$ cat src/rtl/qpsk_pkg.sv
// qpsk_pkg: shared QPSK definitions.
//   PH_0..PH_3        quarter-period phase indices
//   DEFAULT_CARRIER_W default carrier counter width
//   bit_phase_e       serial bit-pairing state (I expected / Q expected)
//   gray_phase()      Gray dibit {I,Q} to phase index, also inverted by the demodulator
package qpsk_pkg;

   localparam logic [1:0] PH_0 = 2'd0;
   localparam logic [1:0] PH_1 = 2'd1;
   localparam logic [1:0] PH_2 = 2'd2;
   localparam logic [1:0] PH_3 = 2'd3;

   localparam int unsigned DEFAULT_CARRIER_W = 2;

   typedef enum logic {
      EXPECT_I = 1'b0,
      EXPECT_Q = 1'b1
   } bit_phase_e;

   // Adjacent phases differ in one bit: 00->0, 01->1, 11->2, 10->3
   function automatic logic [1:0] gray_phase(input logic i_b, input logic q_b);
      logic [1:0] ph;
      case ({i_b, q_b})
         2'b00:   ph = PH_0;
         2'b01:   ph = PH_1;
         2'b11:   ph = PH_2;
         default: ph = PH_3;
      endcase
      return ph;
   endfunction

endpackage

$ cat src/rtl/qpsk_serial_mapper_if.sv
// qpsk_serial_mapper_if: serial-bit input and symbol/carrier outputs of the mapper.
//   en, data, load          : from the data source (master drives)
//   i_bit, q_bit, phase_sel : last committed dibit and its phase index
//   sym_valid               : one-clock commit pulse
//   active, qpsk_out        : carrier enabled flag and square-wave output
interface qpsk_serial_mapper_if;
   logic       en;
   logic       data;
   logic       load;
   logic       i_bit;
   logic       q_bit;
   logic [1:0] phase_sel;
   logic       sym_valid;
   logic       active;
   logic       qpsk_out;

   modport master (
      output en, data, load,
      input  i_bit, q_bit, phase_sel, sym_valid, active, qpsk_out
   );

   modport slave (
      input  en, data, load,
      output i_bit, q_bit, phase_sel, sym_valid, active, qpsk_out
   );
endinterface

$ cat src/rtl/qpsk_carrier_nco.sv
// qpsk_carrier_nco: free-running carrier counter with quarter-period phase offset.
//   clk, rst   : clock, asynchronous active-low reset
//   en         : count enable; output register also holds while low
//   active     : gates the output to 0 until the first symbol exists
//   phase_sel  : phase index in quarter periods
//   qpsk_out   : registered MSB of (counter + phase offset)
module qpsk_carrier_nco
   import qpsk_pkg::*;
#(
   parameter int unsigned CARRIER_W = DEFAULT_CARRIER_W
) (
   input  logic       clk,
   input  logic       rst,
   input  logic       en,
   input  logic       active,
   input  logic [1:0] phase_sel,
   output logic       qpsk_out
);

   logic [CARRIER_W-1:0] count_q;
   logic [CARRIER_W-1:0] offset;
   logic [CARRIER_W-1:0] shifted;

   // One phase step is a quarter period, i.e. phase_sel scaled by 2^(CARRIER_W-2);
   // the sum wraps naturally at the counter width.
   always_comb begin
      offset  = CARRIER_W'(phase_sel) << (CARRIER_W - 2);
      shifted = count_q + offset;
   end

   always_ff @(posedge clk or negedge rst) begin
      if (!rst) begin
         count_q  <= '0;
         qpsk_out <= 1'b0;
      end else if (en) begin
         count_q  <= count_q + CARRIER_W'(1);
         qpsk_out <= active & shifted[CARRIER_W-1];
      end
   end

endmodule

$ cat src/rtl/qpsk_serial_mapper.sv
// qpsk_serial_mapper: pairs serial bits into dibits (I first, Q second), maps each
// dibit to a carrier phase and drives a phase-shifted square-wave QPSK output.
//   clk  : system clock, rising edge
//   rst  : asynchronous active-low reset
//   bus  : slave side of qpsk_serial_mapper_if (en/data/load in, symbol and carrier out)
// Parameters: CARRIER_W (carrier period 2^CARRIER_W clocks, >= 2),
//             MAP_GRAY (1 = Gray phase map, 0 = {I,Q} used directly).
module qpsk_serial_mapper
   import qpsk_pkg::*;
#(
   parameter int unsigned CARRIER_W = DEFAULT_CARRIER_W,
   parameter bit          MAP_GRAY  = 1'b1
) (
   input  logic                 clk,
   input  logic                 rst,
   qpsk_serial_mapper_if.slave  bus
);

   bit_phase_e state_q, state_d;
   logic       i_hold_q, i_hold_d;
   logic       i_bit_q, i_bit_d;
   logic       q_bit_q, q_bit_d;
   logic [1:0] phase_q, phase_d;
   logic       sym_valid_q, sym_valid_d;
   logic       active_q, active_d;
   logic       nco_out;

   function automatic logic [1:0] map_phase(input logic i_b, input logic q_b);
      return MAP_GRAY ? gray_phase(i_b, q_b) : {i_b, q_b};
   endfunction

   always_ff @(posedge clk or negedge rst) begin
      if (!rst) begin
         state_q     <= EXPECT_I;
         i_hold_q    <= 1'b0;
         i_bit_q     <= 1'b0;
         q_bit_q     <= 1'b0;
         phase_q     <= PH_0;
         sym_valid_q <= 1'b0;
         active_q    <= 1'b0;
      end else begin
         state_q     <= state_d;
         i_hold_q    <= i_hold_d;
         i_bit_q     <= i_bit_d;
         q_bit_q     <= q_bit_d;
         phase_q     <= phase_d;
         sym_valid_q <= sym_valid_d;
         active_q    <= active_d;
      end
   end

   // sym_valid is rebuilt every edge (so it drops even while en is low);
   // everything else only moves on an accepted bit.
   always_comb begin
      state_d     = state_q;
      i_hold_d    = i_hold_q;
      i_bit_d     = i_bit_q;
      q_bit_d     = q_bit_q;
      phase_d     = phase_q;
      sym_valid_d = 1'b0;
      active_d    = active_q;
      if (bus.en && bus.load) begin
         case (state_q)
            EXPECT_I: begin
               i_hold_d = bus.data;
               state_d  = EXPECT_Q;
            end
            EXPECT_Q: begin
               i_bit_d     = i_hold_q;
               q_bit_d     = bus.data;
               phase_d     = map_phase(i_hold_q, bus.data);
               sym_valid_d = 1'b1;
               active_d    = 1'b1;
               state_d     = EXPECT_I;
            end
            default: state_d = EXPECT_I;
         endcase
      end
   end

   qpsk_carrier_nco #(
      .CARRIER_W (CARRIER_W)
   ) u_nco (
      .clk       (clk),
      .rst       (rst),
      .en        (bus.en),
      .active    (active_q),
      .phase_sel (phase_q),
      .qpsk_out  (nco_out)
   );

   assign bus.i_bit     = i_bit_q;
   assign bus.q_bit     = q_bit_q;
   assign bus.phase_sel = phase_q;
   assign bus.sym_valid = sym_valid_q;
   assign bus.active    = active_q;
   assign bus.qpsk_out  = nco_out;

endmodule
$ cat src/flat_wrapper.sv
// flat-port wrapper written by rule: the top's interface ports become plain ports
module qpsk_serial_mapper_flat import qpsk_pkg::*;
#(
   parameter int unsigned CARRIER_W = DEFAULT_CARRIER_W,
   parameter bit          MAP_GRAY  = 1'b1
)
  (clk, rst, bus_en, bus_data, bus_load, bus_i_bit, bus_q_bit, bus_phase_sel, bus_sym_valid, bus_active, bus_qpsk_out);
  qpsk_serial_mapper_if bus_i ();
  input  logic clk;
  input  logic rst;
  input wire logic [$bits(bus_i.en)-1:0] bus_en;
  input wire logic [$bits(bus_i.data)-1:0] bus_data;
  input wire logic [$bits(bus_i.load)-1:0] bus_load;
  output wire logic [$bits(bus_i.i_bit)-1:0] bus_i_bit;
  output wire logic [$bits(bus_i.q_bit)-1:0] bus_q_bit;
  output wire logic [$bits(bus_i.phase_sel)-1:0] bus_phase_sel;
  output wire logic [$bits(bus_i.sym_valid)-1:0] bus_sym_valid;
  output wire logic [$bits(bus_i.active)-1:0] bus_active;
  output wire logic [$bits(bus_i.qpsk_out)-1:0] bus_qpsk_out;
  assign bus_i.en = bus_en;
  assign bus_i.data = bus_data;
  assign bus_i.load = bus_load;
  assign bus_i_bit = bus_i.i_bit;
  assign bus_q_bit = bus_i.q_bit;
  assign bus_phase_sel = bus_i.phase_sel;
  assign bus_sym_valid = bus_i.sym_valid;
  assign bus_active = bus_i.active;
  assign bus_qpsk_out = bus_i.qpsk_out;
  qpsk_serial_mapper #(.CARRIER_W(CARRIER_W), .MAP_GRAY(MAP_GRAY)) u_core (.clk(clk), .rst(rst), .bus(bus_i));
endmodule
$ cat config.mk
export PLATFORM = sky130hd
export DESIGN_NAME = qpsk_serial_mapper_flat
export DESIGN_NICKNAME = d
export VERILOG_FILES = /design/src/rtl/qpsk_pkg.sv /design/src/rtl/qpsk_serial_mapper_if.sv /design/src/rtl/qpsk_carrier_nco.sv /design/src/rtl/qpsk_serial_mapper.sv /design/src/flat_wrapper.sv
export SDC_FILE = /design/constraint.sdc
export NUM_CORES = 1
export LEC_CHECK = 0
export CELL_PAD_IN_SITES_DETAIL_PLACEMENT = 1
export CELL_PAD_IN_SITES_GLOBAL_PLACEMENT = 1
export CORE_AREA = 2 2 39 41
export DETAILED_ROUTE_END_ITERATION = 10
export DIE_AREA = 0 0 41 43
export PLACE_DENSITY = 0.81
export SYNTH_ARGS = -nofsm -noshare
export SYNTH_HDL_FRONTEND = slang
export SYNTH_SLANG_ARGS = --single-unit
$ cat constraint.sdc
create_clock -name clk -period 2.7 [get_ports clk]
set_input_delay 0.54 -clock clk [delete_from_list [all_inputs] [get_ports clk]]
set_output_delay 0.54 -clock clk [all_outputs]
set_load 0.005 [all_outputs]
# Word-level counts from Yosys, hierarchy flattened
# Cells that the tools add are included.
# word_totals
regBits	11
output_inout_bits	7
# op_classes
n_mux	4
bitwise	2
eq_ne	2
addsub	2
reduce_logical	4
# op_table
operator	count
$pmux W2 S3	1
$reduce_and A2 Y1	2
$add A2 B1 Y2 const B	1
$add A2 B2 Y2	1
$eq A2 B1 Y1 const B	1
$eq A2 B2 Y1 const B	1
$logic_not A2 Y1	1
$mux W1	2
$pmux W1 S2	1
$and A1 B1 Y1	1
$logic_and A1 B1 Y1	1
$not A1 Y1	1

# Depth between registers and ports, before layout
# depth
ltp_word	2
ltp_mapped	4
mapped_depth_nobuf	4

# By module
# From an unflattened synthesis, not the netlist that was laid out.
# unflattened
cells_unflattened	37
area_unflattened_um2	479.2
# modules_own_cells
module	cells_each	n_inst	area_each_um2
qpsk_serial_mapper	25	1	341.6
qpsk_carrier_nco	12	1	137.6

# Worst setup path after synthesis
# No wires, ideal clock.
# synth_path
kind	in2reg
startpoint	input bus_data
endpoint	register u_core.phase_q[0] (netlist: u_core.bus.phase_sel[0])
required_ns	2.617
path_buffers	0
slack_ns	1.639
setup_time_ns	0.083
stages	3
arrival_time_ns	0.979
path_cell_list	inv_1 > ha_1 > o21ai_0
# synth_between
elab_chain_len	2
elab_cells_between_ends	4
# synth_rtl
item	line	text
from (decl)	flat_wrapper.sv:12	input wire logic [$bits(bus_i.data)-1:0] bus_data;
$eq A2 B2 Y1, or another cell as far along	qpsk_pkg.sv:23	case ({i_b, q_b})
$pmux W2 S3 *	qpsk_pkg.sv:23	
to (signal assigned)	qpsk_serial_mapper.sv:46	phase_q <= phase_d;
to (decl)	qpsk_serial_mapper.sv:23	logic [1:0] phase_q, phase_d;
# Every way passes the cells marked *; elsewhere a longest branch is shown, timed or not.
# A chain may end at the register's enable or synchronous reset.

# Worst setup path in the final report
# layout_path
startpoint	register u_core.phase_q[1] (netlist: u_core.bus.phase_sel[1])
endpoint	output bus_phase_sel[1]
# layout_lines
item	line	text
to (decl)	flat_wrapper.sv:16	output wire logic [$bits(bus_i.phase_sel)-1:0] bus_phase_sel;
# No word-level cell between the ends.

==> flow_summary.json <==
{
  "status": "complete, no violations",
  "row_count": 14,
  "slowest_delay_ns": 0.52,
  "drive_above_1_share": 0.09434,
  "synth_top_family_by_area": "simple AND/OR/NAND/NOR gates",
  "cts_sinks": 11,
  "synth_mux_area_frac": 0.03270,
  "cts_buffers": 3,
  "die_height_microns": 43,
  "cts_tree": "built",
  "p_leak_nw": 0.2787,
  "synth-xor-area-share": 0.09537,
  "finalHoldViolCount": 0,
  "worstPathRequired_ns": 2.16,
  "ys_seq_area_frac": 0.5995,
  "nNetsFinal": 61,
  "crit_fanout": 3,
  "r2r_slack_ns": 1.69,
  "startpoint_type": "flop",
  "grt_overflow_total": 0,
  "ys_types": 13,
  "numPortBuffers": 11,
  "timing.final.max_slew_violations": 0,
  "hold_buffers": 0,
  "power_density_nw_per_um2": 1029,
  "maxCapViolCount": 0,
  "relSlewSlack": 0.6712,
  "grt_max_degree": 12,
  "ios": 12,
  "cts_root_buf": "clkbuf_4",
  "yosys.area.top_type_share": 0.5995,
  "crit_type": "reg -> out",
  "rsz0062_at_grt": "false",
  "yosysWarnings": 0,
  "min_period_ns": 1.708,
  "max_freq_ghz": 0.5856,
  "crit_buf_inv": 1,
  "ys_ff_latch": 11,
  "tns_ns": 0,
  "post-route-period-util": 0.6325,
  "yosys.area_share.simple": 0.1199,
  "post_cts_buffers": 0,
  "ff_latch_area_sq_um": 275.3,
  "drc": 0,
  "synth_area_leader_cell": "dfrtp_1",
  "die_w_microns": 41,
  "grt_pass1_vias": 309,
  "crit_slowest_cell": "clkdlybuf4s50_1",
  "preCtsSetupSlack_ns": 0.9221,
  "synth_fa_ha_area_frac": 0.05450,
  "avgRoutedWirePerCell_microns": 12.62,
  "core_area_sq_um": 1384,
  "fill_cells": 157,
  "wl_microns": 871,
  "clk_pin_slew_ns": 0.07,
  "synth.cell_area_sq_um": 459.2,
  "diodes": 0,
  "track_usage": 0.1302,
  "fin_area_sq_um": 615.6,
  "cts_resized": 0,
  "antenna_found_initial": 0,
  "worstPathArrival_ns": 1.17,
  "syn_avg_cell_area_sq_um": 12.08,
  "finClkSkew_ns": 0.002708,
  "hold_class": "reg -> reg",
  "grt_pass1_wl_mm": 1.421,
  "setup_slack_ns": 0.9924,
  "drt_iter0_markers": 5,
  "post-dp-hpwl_microns": 681.4,
  "syn_to_final_growth_pct": 34.06,
  "die_area_sq_um": 1763,
  "vdd_drop_max_mv": 0.4025,
  "holdWs_ns": 0.4971,
  "multi_input_area_sq_um": 172.7,
  "finalSetupViolCount": 0,
  "cp_cell_sequence": "clkdlybuf4s50_1",
  "cts_htree_levels": 1,
  "synth_nets": 45,
  "critical_path.top_delay_family": "buffers and inverters",
  "worst-slew-pin-transition_ns": 0.4917,
  "placed_area_sq_um": 589.3,
  "clk_latency_ns": 0.27,
  "syn_inst": 38,
  "drt_pass1_iterations": 2,
  "gp_congestion": 0.7420,
  "routed-via-count": 312,
  "setup.worst_path.end_class": "primary output",
  "start_util": 0.3318,
  "final_antenna_net_count": 0,
  "synth_compound_area_frac": 0.07357,
  "clock_path_buffers": 2,
  "drt-vias-per-instance": 4.522,
  "synth.area.top_cells": "dfrtp_1 60%, xnor2_1 7.6%, nand2_1 5.7%"
}
[cell type report]
cell class                      instances  share of cell area
Sequential cell                        11              0.4472
Clock buffer                            4             0.04268
Inverter                                3             0.01829
Tap cell                               16             0.03252
Multi-Input combinational cell         24              0.2805
Timing Repair Buffer                   11              0.1789
[stage by stage]
step / util / instances / power [mW]
after floorplan: - / 38 / 0.4072
after global placement: 0.4259 / 65 / 0.5154
after detailed placement: 0.4259 / 65 / 0.5276
after CTS: 0.4448 / 69 / 0.6451
after global routing: 0.4448 / 69 / 0.6851
final: 0.4448 / 69 / 0.6331
[power by group]
group | internal, mW | switching (mW)
registers | 0.234 | 0.0616
clock network | 0.0572 | 0.0566
logic | 0.143 | 0.0810
total | 0.434 | 0.199
[synthesized netlist by cell type]
master and n:
dfrtp_1 11, ha_1 2, inv_1 3, mux2_4 1, nand2_1 7, nand3_4 1
nor2_1 1, o21ai_0 4, o22ai_1 1, o31ai_1 1, or2b_1 1, xnor2_1 4
xor2_1 1
[kinds of logic (layout without fill, tap and decap cells)]
logic type               after synthesis  in the layout
adder cells (fa/ha/maj)                2              2
multiplexers                           1              1
XOR/XNOR                               5              5
AND/OR/NAND/NOR                       10             10
flip-flops                            11             11
AO/OA/AOI/OAI                          6              6
buffers and inverters                  3             18
[worst paths after layout]
path                                          from                      end  depth (start not counted)
setup reg to reg                    u_core.state_q         u_core.bus.i_bit                          2
hold / removal                   u_core.bus.active        u_core.bus.active                          1
setup / recovery           u_core.bus.phase_sel[1]         bus_phase_sel[1]                          1
hold reg to reg                  u_core.bus.active        u_core.bus.active                          1
min in group asynchronous                      rst    u_core.u_nco.qpsk_out                          1
max in group asynchronous                      rst  u_core.u_nco.count_q[1]                          1
[placed cells by master (no fill, tap or decap)]
cell,count
clkbuf_4,3
or2b_1,1
xor2_1,1
mux2_4,1
ha_1,2
clkbuf_1,1
nand3_4,1
inv_1,3
o21ai_0,4
xnor2_1,4
dfrtp_1,11
nand2_1,7
nor2_1,1
o22ai_1,1
o31ai_1,1
clkdlybuf4s50_1,11
[sequential cells by signal (all words and copies together), names as in the netlist]
register and cells:
u_core.bus.active 1, u_core.bus.i_bit 1, u_core.bus.phase_sel 2, u_core.bus.q_bit 1, u_core.bus.sym_valid 1, u_core.i_hold_q 1
u_core.state_q 1, u_core.u_nco.count_q 2, u_core.u_nco.qpsk_out 1
[routing by layer]
metal	track usage	share of wire	up-vias
met4	0.1000	0.020	0
met2	0.1906	0.48	9
met1	0.1544	0.44	147
met3	0.03141	0.062	2
li1	-	-	154
met5	0	0	-
Note: power is estimated with default switching activity, not from simulation.
